==> src/rtl/mssd_pkg.sv <==
// Shared constants for the multiplexed seven-segment driver: segment
// encodings (active-low, gfedcba) and PWM step count.
package mssd_pkg;

    localparam int PWM_STEPS = 16;

    localparam logic [6:0] SEG_BLANK = 7'h7F;

    // Index 0 is the rightmost entry.
    localparam logic [15:0][6:0] SEG_TABLE = {
        7'h0E, 7'h06, 7'h21, 7'h46, 7'h03, 7'h08, 7'h10, 7'h00,
        7'h78, 7'h02, 7'h12, 7'h19, 7'h30, 7'h24, 7'h79, 7'h40
    };

    function automatic logic [6:0] hex_seg(input logic [3:0] nib);
        return SEG_TABLE[nib];
    endfunction

endpackage

==> src/rtl/mssd_multi_seg7_decode.sv <==
// Hex nibble to active-low seven-segment pattern (a..g on bits 0..6).
module seg7_decode
    import mssd_pkg::*;
(
    input  logic [3:0] nib,
    output logic [6:0] seg
);

    assign seg = hex_seg(nib);

endmodule

==> src/rtl/mssd_multi.sv <==
// Time-multiplexed common-anode seven-segment driver with double-buffered
// loading, 16-level PWM and per-digit blink. Define MSSD_LZB_EN for leading-zero blanking.
module mssd_multi
    import mssd_pkg::*;
#(
    parameter int N_DIGITS     = 4,
    parameter int REFRESH_DIV  = 100000,
    parameter int BLINK_FRAMES = 64
) (
    input  logic                  clk,
    input  logic                  rst,
    input  logic [4*N_DIGITS-1:0] value,
    input  logic [N_DIGITS-1:0]   dp_value,
    input  logic                  load,
    input  logic [N_DIGITS-1:0]   blink_mask,
    input  logic [3:0]            brightness,
    output logic                  pending,
    output logic [6:0]            display,
    output logic                  DP,
    output logic [N_DIGITS-1:0]   AN
);

    localparam int CW        = $clog2(REFRESH_DIV);
    localparam int IW        = $clog2(N_DIGITS);
    localparam int FW        = (BLINK_FRAMES > 1) ? $clog2(BLINK_FRAMES) : 1;
    localparam int SLOT_STEP = REFRESH_DIV / PWM_STEPS;

    typedef struct packed {
        logic [N_DIGITS-1:0][3:0] nib;
        logic [N_DIGITS-1:0]      dp;
        logic [N_DIGITS-1:0]      blink;
    } buf_t;

    buf_t in_buf, shadow, active;

    logic [CW-1:0] cnt;
    logic [IW-1:0] idx;
    logic [FW-1:0] fcnt;
    logic          blink_on;
    logic          tick, frame_bnd;

    assign in_buf.nib   = value;
    assign in_buf.dp    = dp_value;
    assign in_buf.blink = blink_mask;

    assign tick      = (cnt == CW'(REFRESH_DIV - 1));
    assign frame_bnd = tick && (idx == IW'(N_DIGITS - 1));

    always_ff @(posedge clk) begin
        if (rst) begin
            cnt      <= '0;
            idx      <= '0;
            fcnt     <= '0;
            blink_on <= 1'b1;
        end else begin
            cnt <= tick ? '0 : cnt + CW'(1);
            if (tick)
                idx <= (idx == IW'(N_DIGITS - 1)) ? '0 : idx + IW'(1);
            if (frame_bnd) begin
                if (fcnt == FW'(BLINK_FRAMES - 1)) begin
                    fcnt     <= '0;
                    blink_on <= ~blink_on;
                end else begin
                    fcnt <= fcnt + FW'(1);
                end
            end
        end
    end

    // Active only changes on a frame boundary, so a frame never mixes old and new digits.
    always_ff @(posedge clk) begin
        if (rst) begin
            shadow  <= '0;
            active  <= '0;
            pending <= 1'b0;
        end else if (load && frame_bnd) begin
            shadow  <= in_buf;
            active  <= in_buf;
            pending <= 1'b0;
        end else if (load) begin
            shadow  <= in_buf;
            pending <= 1'b1;
        end else if (frame_bnd && pending) begin
            active  <= shadow;
            pending <= 1'b0;
        end
    end

    logic [3:0]          cur_nib;
    logic [6:0]          cur_seg;
    logic [N_DIGITS-1:0] keep;
    logic                pwm_on, lit;

    assign cur_nib = active.nib[idx];

    seg7_decode u_dec (
        .nib (cur_nib),
        .seg (cur_seg)
    );

`ifdef MSSD_LZB_EN
    logic seen;
    // Scan from the top digit down; a digit stays lit once a nonzero nibble has been seen.
    always_comb begin
        seen = 1'b0;
        keep = '0;
        for (int i = N_DIGITS - 1; i >= 0; i--) begin
            seen    = seen | (active.nib[i] != 4'h0);
            keep[i] = seen | active.dp[i] | (i == 0);
        end
    end
`else
    assign keep = '1;
`endif

    assign pwm_on = 32'(cnt) < (32'(brightness) + 32'd1) * 32'(SLOT_STEP);
    assign lit    = pwm_on && keep[idx] && !(active.blink[idx] && !blink_on);

    always_ff @(posedge clk) begin
        if (rst || !lit) begin
            AN      <= '1;
            display <= SEG_BLANK;
            DP      <= 1'b1;
        end else begin
            AN      <= ~(N_DIGITS'(1) << idx);
            display <= cur_seg;
            DP      <= ~active.dp[idx];
        end
    end

endmodule

==> config.mk <==
export PLATFORM = sky130hd
export DESIGN_NAME = mssd_multi
export DESIGN_NICKNAME = d
export VERILOG_FILES = /design/src/rtl/mssd_pkg.sv /design/src/rtl/mssd_multi_seg7_decode.sv /design/src/rtl/mssd_multi.sv
export SDC_FILE = /design/constraint.sdc
export NUM_CORES = 1
export LEC_CHECK = 0
export CAP_MARGIN = 15
export CORE_ASPECT_RATIO = 0.6
export CORE_MARGIN = 4
export CORE_UTILIZATION = 52
export DETAILED_ROUTE_END_ITERATION = 16
export GPL_TIMING_DRIVEN = 0
export PLACE_DENSITY = 0.87
export SYNTH_ARGS = -nofsm -noshare
export SYNTH_HDL_FRONTEND = slang
export SYNTH_SLANG_ARGS = --single-unit
==> constraint.sdc <==
create_clock -name clk -period 6.16 [get_ports clk]
set_clock_uncertainty 0.2 [all_clocks]
set_input_delay 1.54 -clock clk [delete_from_list [all_inputs] [get_ports clk]]
set_output_delay 1.54 -clock clk [all_outputs]
set_load 0.05 [all_outputs]
[Word level (Yosys, flattened, before mapping)]
Memory sizes are Yosys's and may differ from the RTL's. A register that Yosys moved wholly into a read port is not among the register bits.
Index checks and enable logic that the tools add are counted.
Storage, ports and cells
  memories kept: 1
  logic and storage cells: 69
  output and inout port bits: 13
  input port bits: 31
  bits in read-only memories: 112
  register bits after elaboration: 80
Operators by class
  eq/ne operators: 4
  multipliers: 1
  $lt $le $gt $ge: 2
  $add $sub $neg: 4
  reductions and logical operators: 17
  bitwise logic cells: 3
  mux-type cells: 17
  shift-type cells: 1
Memories
  (name not given): depth 16, width 7, rd ports 1, clocked after Yosys merged registers in 1, wr ports 0, line mssd_pkg.sv:16  | return SEG_TABLE[nib];
Operators by type and width (count)
  24-bit two-way mux: 5
  17-bit by 18-bit < comparator with 1-bit output: 1
  17-bit by 1-bit adder with 17-bit output, second input constant: 1
  17-bit == test, second input constant: 1
  5-bit by 12-bit multiplier with 17-bit output, second input constant: 1
  4-bit binary-select mux with 2-bit select: 1
  6-bit by 1-bit adder with 6-bit output, second input constant: 1
  1-bit binary-select mux with 2-bit select: 3
  6-bit == test, second input constant: 1
  1-bit logical AND: 6
  6-bit two-way mux: 1
  2-bit nonzero test: 3
  4-bit by 1-bit adder with 5-bit output, second input constant: 1
  1-bit two-way mux: 5
  4-bit two-way mux: 1
  4-bit inverter: 1
  2-bit AND reduction: 2
  2-bit OR reduction: 2
  1-bit by 2-bit << shifter with 4-bit output, first input constant: 1
  1-bit logical NOT: 3
  2-bit by 3-bit < comparator with 1-bit output, second input constant: 1
  2-bit by 1-bit adder with 2-bit output, second input constant: 1
  2-bit == test, second input constant: 1
  2-bit two-way mux: 1
  3 further kinds: 4

[Logic depth before layout (Yosys ltp)]
  depth after elaboration: 7
  mapped depth: 22
  depth with buffers taken out: 21

[By module]
From an unflattened synthesis, not the netlist that was laid out.
Second synthesis, totals
  cells, all modules: 532
  area total of the unflattened synthesis: 5024.8 um^2
Modules (own cells, without submodules)
  mssd_multi: cells each 500, times used 1, area an instance 4749.6 um^2, sequential area each 1741.7 um^2
  seg7_decode: cells each 32, times used 1, area an instance 275.3 um^2, sequential area each 0.0 um^2

[Worst setup path before layout]
Ideal clock, no wire load.
  kind: input to register
  from: input brightness[0]
  to: register display[4]
  path slack: -0.086 ns
  cell stages on the path: 20
  required time: 5.819 ns
  setup time: 0.141 ns
  data arrival time: 5.905 ns
  buffers on the path: 1
  path through: ha_1 -> xor2_1 -> ha_1 -> xnor2_1 -> ha_1 -> ha_1 -> ha_1 -> a21o_1 -> a211oi_1 -> o211ai_1 -> a31oi_1 -> xor2_1 -> ha_1 -> and3_1 -> a221o_1 -> a221oi_1 -> a211oi_1 -> a31oi_1 -> clkbuf_1 -> o211ai_1
On the way
  word-level cells in the longest chain between the ends: 7
Ends and longest elaborated chain
  start, declared: line mssd_multi.sv:16  | input logic [3:0] brightness,
  4-bit by 1-bit adder with 5-bit output: line mssd_multi.sv:116  | assign pwm_on = 32'(cnt) < (32'(brightness) + 32'd1) * 32'(SLOT_STEP);
  5-bit by 12-bit multiplier with 17-bit output: line mssd_multi.sv:116
  17-bit by 18-bit < comparator with 1-bit output: line mssd_multi.sv:116
  1-bit logical AND (2 in a row): line mssd_multi.sv:117  | assign lit = pwm_on && keep[idx] && !(active.blink[idx] && !blink_on);
  1-bit logical NOT: line mssd_multi.sv:120  | if (rst || !lit) begin
  1-bit logical OR: line mssd_multi.sv:120
  end, declared: line mssd_multi.sv:18  | output logic [6:0] display,
No other way between the ends.
A chain may end at the register's enable or synchronous reset.

[Final worst setup path]
  from: input brightness[1]
  to: register AN[1]
On the way
  word-level cells in the longest chain between the ends: 7
Ends and longest elaborated chain
  4-bit by 1-bit adder with 5-bit output: line mssd_multi.sv:116
  5-bit by 12-bit multiplier with 17-bit output: line mssd_multi.sv:116
  17-bit by 18-bit < comparator with 1-bit output: line mssd_multi.sv:116
  1-bit logical AND (2 in a row): line mssd_multi.sv:117
  1-bit logical NOT: line mssd_multi.sv:120
  1-bit logical OR: line mssd_multi.sv:120
  end signal, assigned: line mssd_multi.sv:125  | AN <= ~(N_DIGITS'(1) << idx);
  end, declared: line mssd_multi.sv:20  | output logic [N_DIGITS-1:0] AN
No other way between the ends.

==> results <==
-- cells in the mapped netlist, types with 2 or more instances --
cell      instances  area [um2]
and3_1            9        56.3
a211oi_2          6        75.1
xnor2_1          14         123
or4b_1            2        20.0
inv_1            20        75.1
o221ai_2          8         120
buf_2             4        20.0
buf_1             2        7.51
nand2_1          38         143
nor2b_1           2        12.5
nand3_1          10        50.1
mux2_2            2        22.5
xor2_1           18         158
a31oi_1           5        31.3
o21bai_1          2        15.0
mux2i_1          26         260
buf_6             2        22.5
a21o_1            9        67.6
nor3_1            3        15.0
clkbuf_1         15        56.3
nand4_1           8        50.1
o211ai_1          5        37.5
o221ai_1          5        43.8
a22oi_1           2        15.0
a21boi_0          3        22.5
o21ai_0           8        40.0
a211oi_1          9        67.6
dfxtp_1          87        1740
mux4_2            6         135
nand2b_1          2        12.5
o21a_1            2        15.0
or3_1             3        18.8
nor2_1           75         282
and2_1            8        50.1
ha_1             59         738
nand4b_1          2        17.5
a21oi_1          27         135
-- metrics by stage --
step | setup WS, ns | cells
2_1_floorplan | 0.0541 | 522
3_3_place_gp | -1.24 | 693
3_5_place_dp | -1.30 | 693
4_1_cts | 0.000342 | 713
5_1_grt | -0.0735 | 719
6_report | 0.0985 | 719
-- sequential cells by signal (all words and copies together), names as in the netlist --
register  cells
active       24
shadow       24
cnt          17
display       7
fcnt          6
AN            4
idx           2
DP            1
blink_on      1
pending       1
-- how the worst min path moves through the flow --
stage          slack (ns)  cells past startpoint       start         end
2_1_floorplan        0.23                      2  active[18]  active[18]
3_3_place_gp         0.24                      2   active[0]   active[0]
3_5_place_dp         0.25                      2  active[13]  active[13]
4_1_cts              0.26                      2  active[13]  active[13]
5_1_grt              0.28                      2  active[13]  active[13]
6_report             0.26                      2  active[21]  active[21]
-- per-layer routing --
layer / track usage (%) / vias up
met5: 0 / -
met4: 8.68 / 0
met3: 5.51 / 42
met2: 34.4 / 193
met1: 32.6 / 2097
li1: - / 1986
-- final cells by class --
type	count	area, um2
clock buffer	11	243
inverter	20	78.8
fill	659	3070
clock inverter	5	129
buffer	24	118
timing repair buffer	51	474
sequential	87	1740
multi-input combinational	391	3170
tap	130	163
-- cells by family (layout without fill, tap and decap cells) --
family | count (synthesis) | in the layout | synth area share (%)
AO/OA/AOI/OAI | 97 | 97 | 15.1
multiplexers | 34 | 34 | 8.49
XOR/XNOR | 32 | 32 | 5.70
buffers and inverters | 44 | 111 | 3.84
AND/OR/NAND/NOR | 168 | 168 | 16.1
adder cells (fa/ha/maj) | 60 | 60 | 15.4
flip-flops | 87 | 87 | 35.4
-- power by group --
part	switching (mW)	internal (mW)	total, mW	leakage (nW)
combinational	0.161	0.128	0.289	1.58
sequential	0.00734	0.577	0.584	0.709
clock	0.218	0.449	0.667	0.180
total	0.387	1.15	1.54	2.47
-- timing repair --
item                                    in CTS  in global routing
hold buffers                                 0                  0
hold endpoints to repair                     0                  0
buffers inserted                             3                  6
endpoints found under the setup margin      12                 12
gates resized for setup                     22                 26
pin swaps                                    5                  7
cloned                                       1                  0
-- tightest hold or removal path: stages (launching register included) --
cell	delay, ns
dfxtp_1	0.31
nand2_1	0.06
a21oi_1	0.05
-- cells in the final DEF (no fill, tap or decap), types with 3 or more instances in the layout --
master / Yosys / layout
o211ai_1: 5 / 5
mux2i_1: 26 / 26
buf_6: 2 / 3
a211oi_2: 6 / 8
o221ai_1: 5 / 5
o21ai_0: 8 / 7
bufinv_16: 0 / 4
nand3_1: 10 / 9
xor2_1: 18 / 17
xnor2_1: 14 / 12
nand2_1: 38 / 38
a211oi_1: 9 / 7
inv_1: 20 / 19
clkbuf_1: 15 / 15
ha_1: 59 / 53
a21oi_1: 27 / 27
mux4_2: 6 / 6
and3_1: 9 / 8
or3_1: 3 / 3
ha_4: 0 / 6
clkdlybuf4s50_1: 0 / 37
nand4_1: 8 / 8
a21o_1: 9 / 9
buf_2: 4 / 6
nor3_1: 3 / 3
clkbuf_16: 0 / 9
and2_1: 8 / 8
o221ai_2: 8 / 8
nor2_1: 75 / 74
buf_4: 1 / 11
a31oi_1: 5 / 3
dfxtp_1: 87 / 87
==> run summary <==
The transition at the pin with the smallest max-transition slack is 0.777 ns. The sequential fraction of the synthesis area is 35.4%. The cell area after synthesis came out at 0.00492 mm2. The number of max-slew violations in the final report came out at 0.

The die boundary height came out at 83.4 um. The worst setup path startpoint is brightness[1]. The peak ir drop on the vdd network came out at 0.178 mV. The count of distinct cell types in the synthesized netlist came out at 51. The detailed route wirelength on metal3 came out at 1060 um. The largest delay contributor family on the critical path is compound AO/OA/AOI/OAI gates. The total setup violations reported at the end of the flow came out at 0. The critical path contains buffers and inverters numbering 2 combined. The initial utilization of the core area, before any placement, comes to about 54%. The post-layout net count is 675.

The total count of hold-check failures in the final report is 0. The number of DRC markers after the initial detailed-route iteration came out at 503. The post-DP HPWL came out at 9180 um.

The met2 wire length is around 5800 um. Dividing the detail-routed via count by the number of cells gives 6.01. After detailed routing, the total wire length is roughly 13000 um. The H-tree generated during clock tree synthesis spans 3 levels. The area inside the core boundary came out at a little over 0.009 mm2. The average size of a mapped cell came out at 9.43 um2. The largest individual stage delay along the critical path comes from the cell a221o_1. The reg2reg setup slack is 3.31 ns. On the final layout, the worst hold slack is 0.256 ns. Summed over all cells, the static leakage comes to ~2.5 nW. The per-cell routed wire length is 18.1 um. Entering global routing, the biggest net connects 15 pins. The fraction of layout instances using a drive strength above 1 came out at 14.3%. The via count of the first global-routing pass came out at between 4000 and 5000. For this block, the via count after detailed routing is 4318. The synthesized design contains 0 enable-type register cells. STA classifies the critical path startpoint as an input pin. The die is 134 um wide. The ratio of total power to cell area is 252 mW/mm2. The path type of the worst min-delay path is reg2reg.

The number of search-and-repair iterations in the first detailed-routing pass is 5. The launch point of the worst reg-to-reg path is cnt[12]. The flow ran to the end, and the final reports show no timing, DRC or antenna violations. For this run, the total global-route usage over all layers was measured as 23.1%. The signal on the critical path passes through clkbuf_2 > ha_4 > and3_4 > ha_4 > xnor2_2 > ha_1 > ha_4 > ha_4 > a21o_1 > a211oi_2 > o211ai_1 > a31oi_2 > xor2_1 > ha_1 > and3_1 > a221o_1 > a221oi_2 > a211oi_2 > a31oi_2 > buf_2 > nand2_1.

The number of nets in the synthesized netlist is about 600. The initial antenna violation count came out at 0. The post-route antenna net violation count came out at 0. Once layout is done, the placed cells without fillers occupy between 0.006 and 0.007 mm2. The cell that appears most often on the critical path is ha_4. STA puts the critical path data required time at 6.19 ns. The post-layout utilization of the core came out at 66.6%.

The number of sinks on the clock net came out at 87. The number of maximum-capacitance constraint violations is 0. After synthesis the netlist holds a flip-flop and latch count of just under 90.

The top layer used by detailed routing is met4. The final routed DRC violation total came out at 0. The clock-pin slew on the worst setup and hold paths came out at 0.06 ns.

For this run, the number of Yosys warnings is 0. The number of cells on the worst reg-to-reg path is 6. The clock latency of the later-clocked register in the worst-skew pair is around 0.34 ns. The TritonCTS clock tree is yes. The total negative slack came out at 0 ns. The class of the most critical setup path is in2reg. The number of placement rows came out at 27. The area overhead of the layout relative to synthesis came out at 24.3%.

The met1 wire length came out at between 5000 and 6000 um. The most instantiated flip-flop cell in the synthesis netlist is dfxtp_1. Of all flip-flops after synthesis, the portion carrying an async set or reset was 0%. Global routing finished with a remaining overflow of 0. The placed instances occupy a cell area of 0.00550 mm2. The longest clock path from root to sink contains 2 buffers. The number of diodes is 0. The end point of the critical path is AN[1]. The kind of end point of the critical path is a register.

The wire length of the first global-routing pass is 20800 um. The synthesized instance count is 522. The number of ports placed on the die boundary is 44. The headroom to the max-slew limit is a little under half. The total number of cells along the worst setup path is 21. The achievable clock frequency came out at 0.165 GHz. The buffer cell driving the clock tree root is clkbuf_16. The die outline area came out at 0.0111 mm2. The delay of the slowest critical-path stage is 0.33 ns. The worst flop-to-flop path endpoint is active[15].

The routability congestion estimate is between 0.8 and 0.9. In this run the tool buffered the top-level ports with a little over 40 buffer cells. In this run the worst path has a maximum fanout of 5. The data arrival at the endpoint of the critical path is 6.09 ns. The clock period minus worst slack is roughly 6.1 ns. In this run, CTS created clock tree buffers numbering 9.

The total power consumption of the routed design came out at about 1.5 mW. The final critical path takes up between 90% and 100% of the cycle.
No activity file was read; power rests on OpenSTA's default activity.
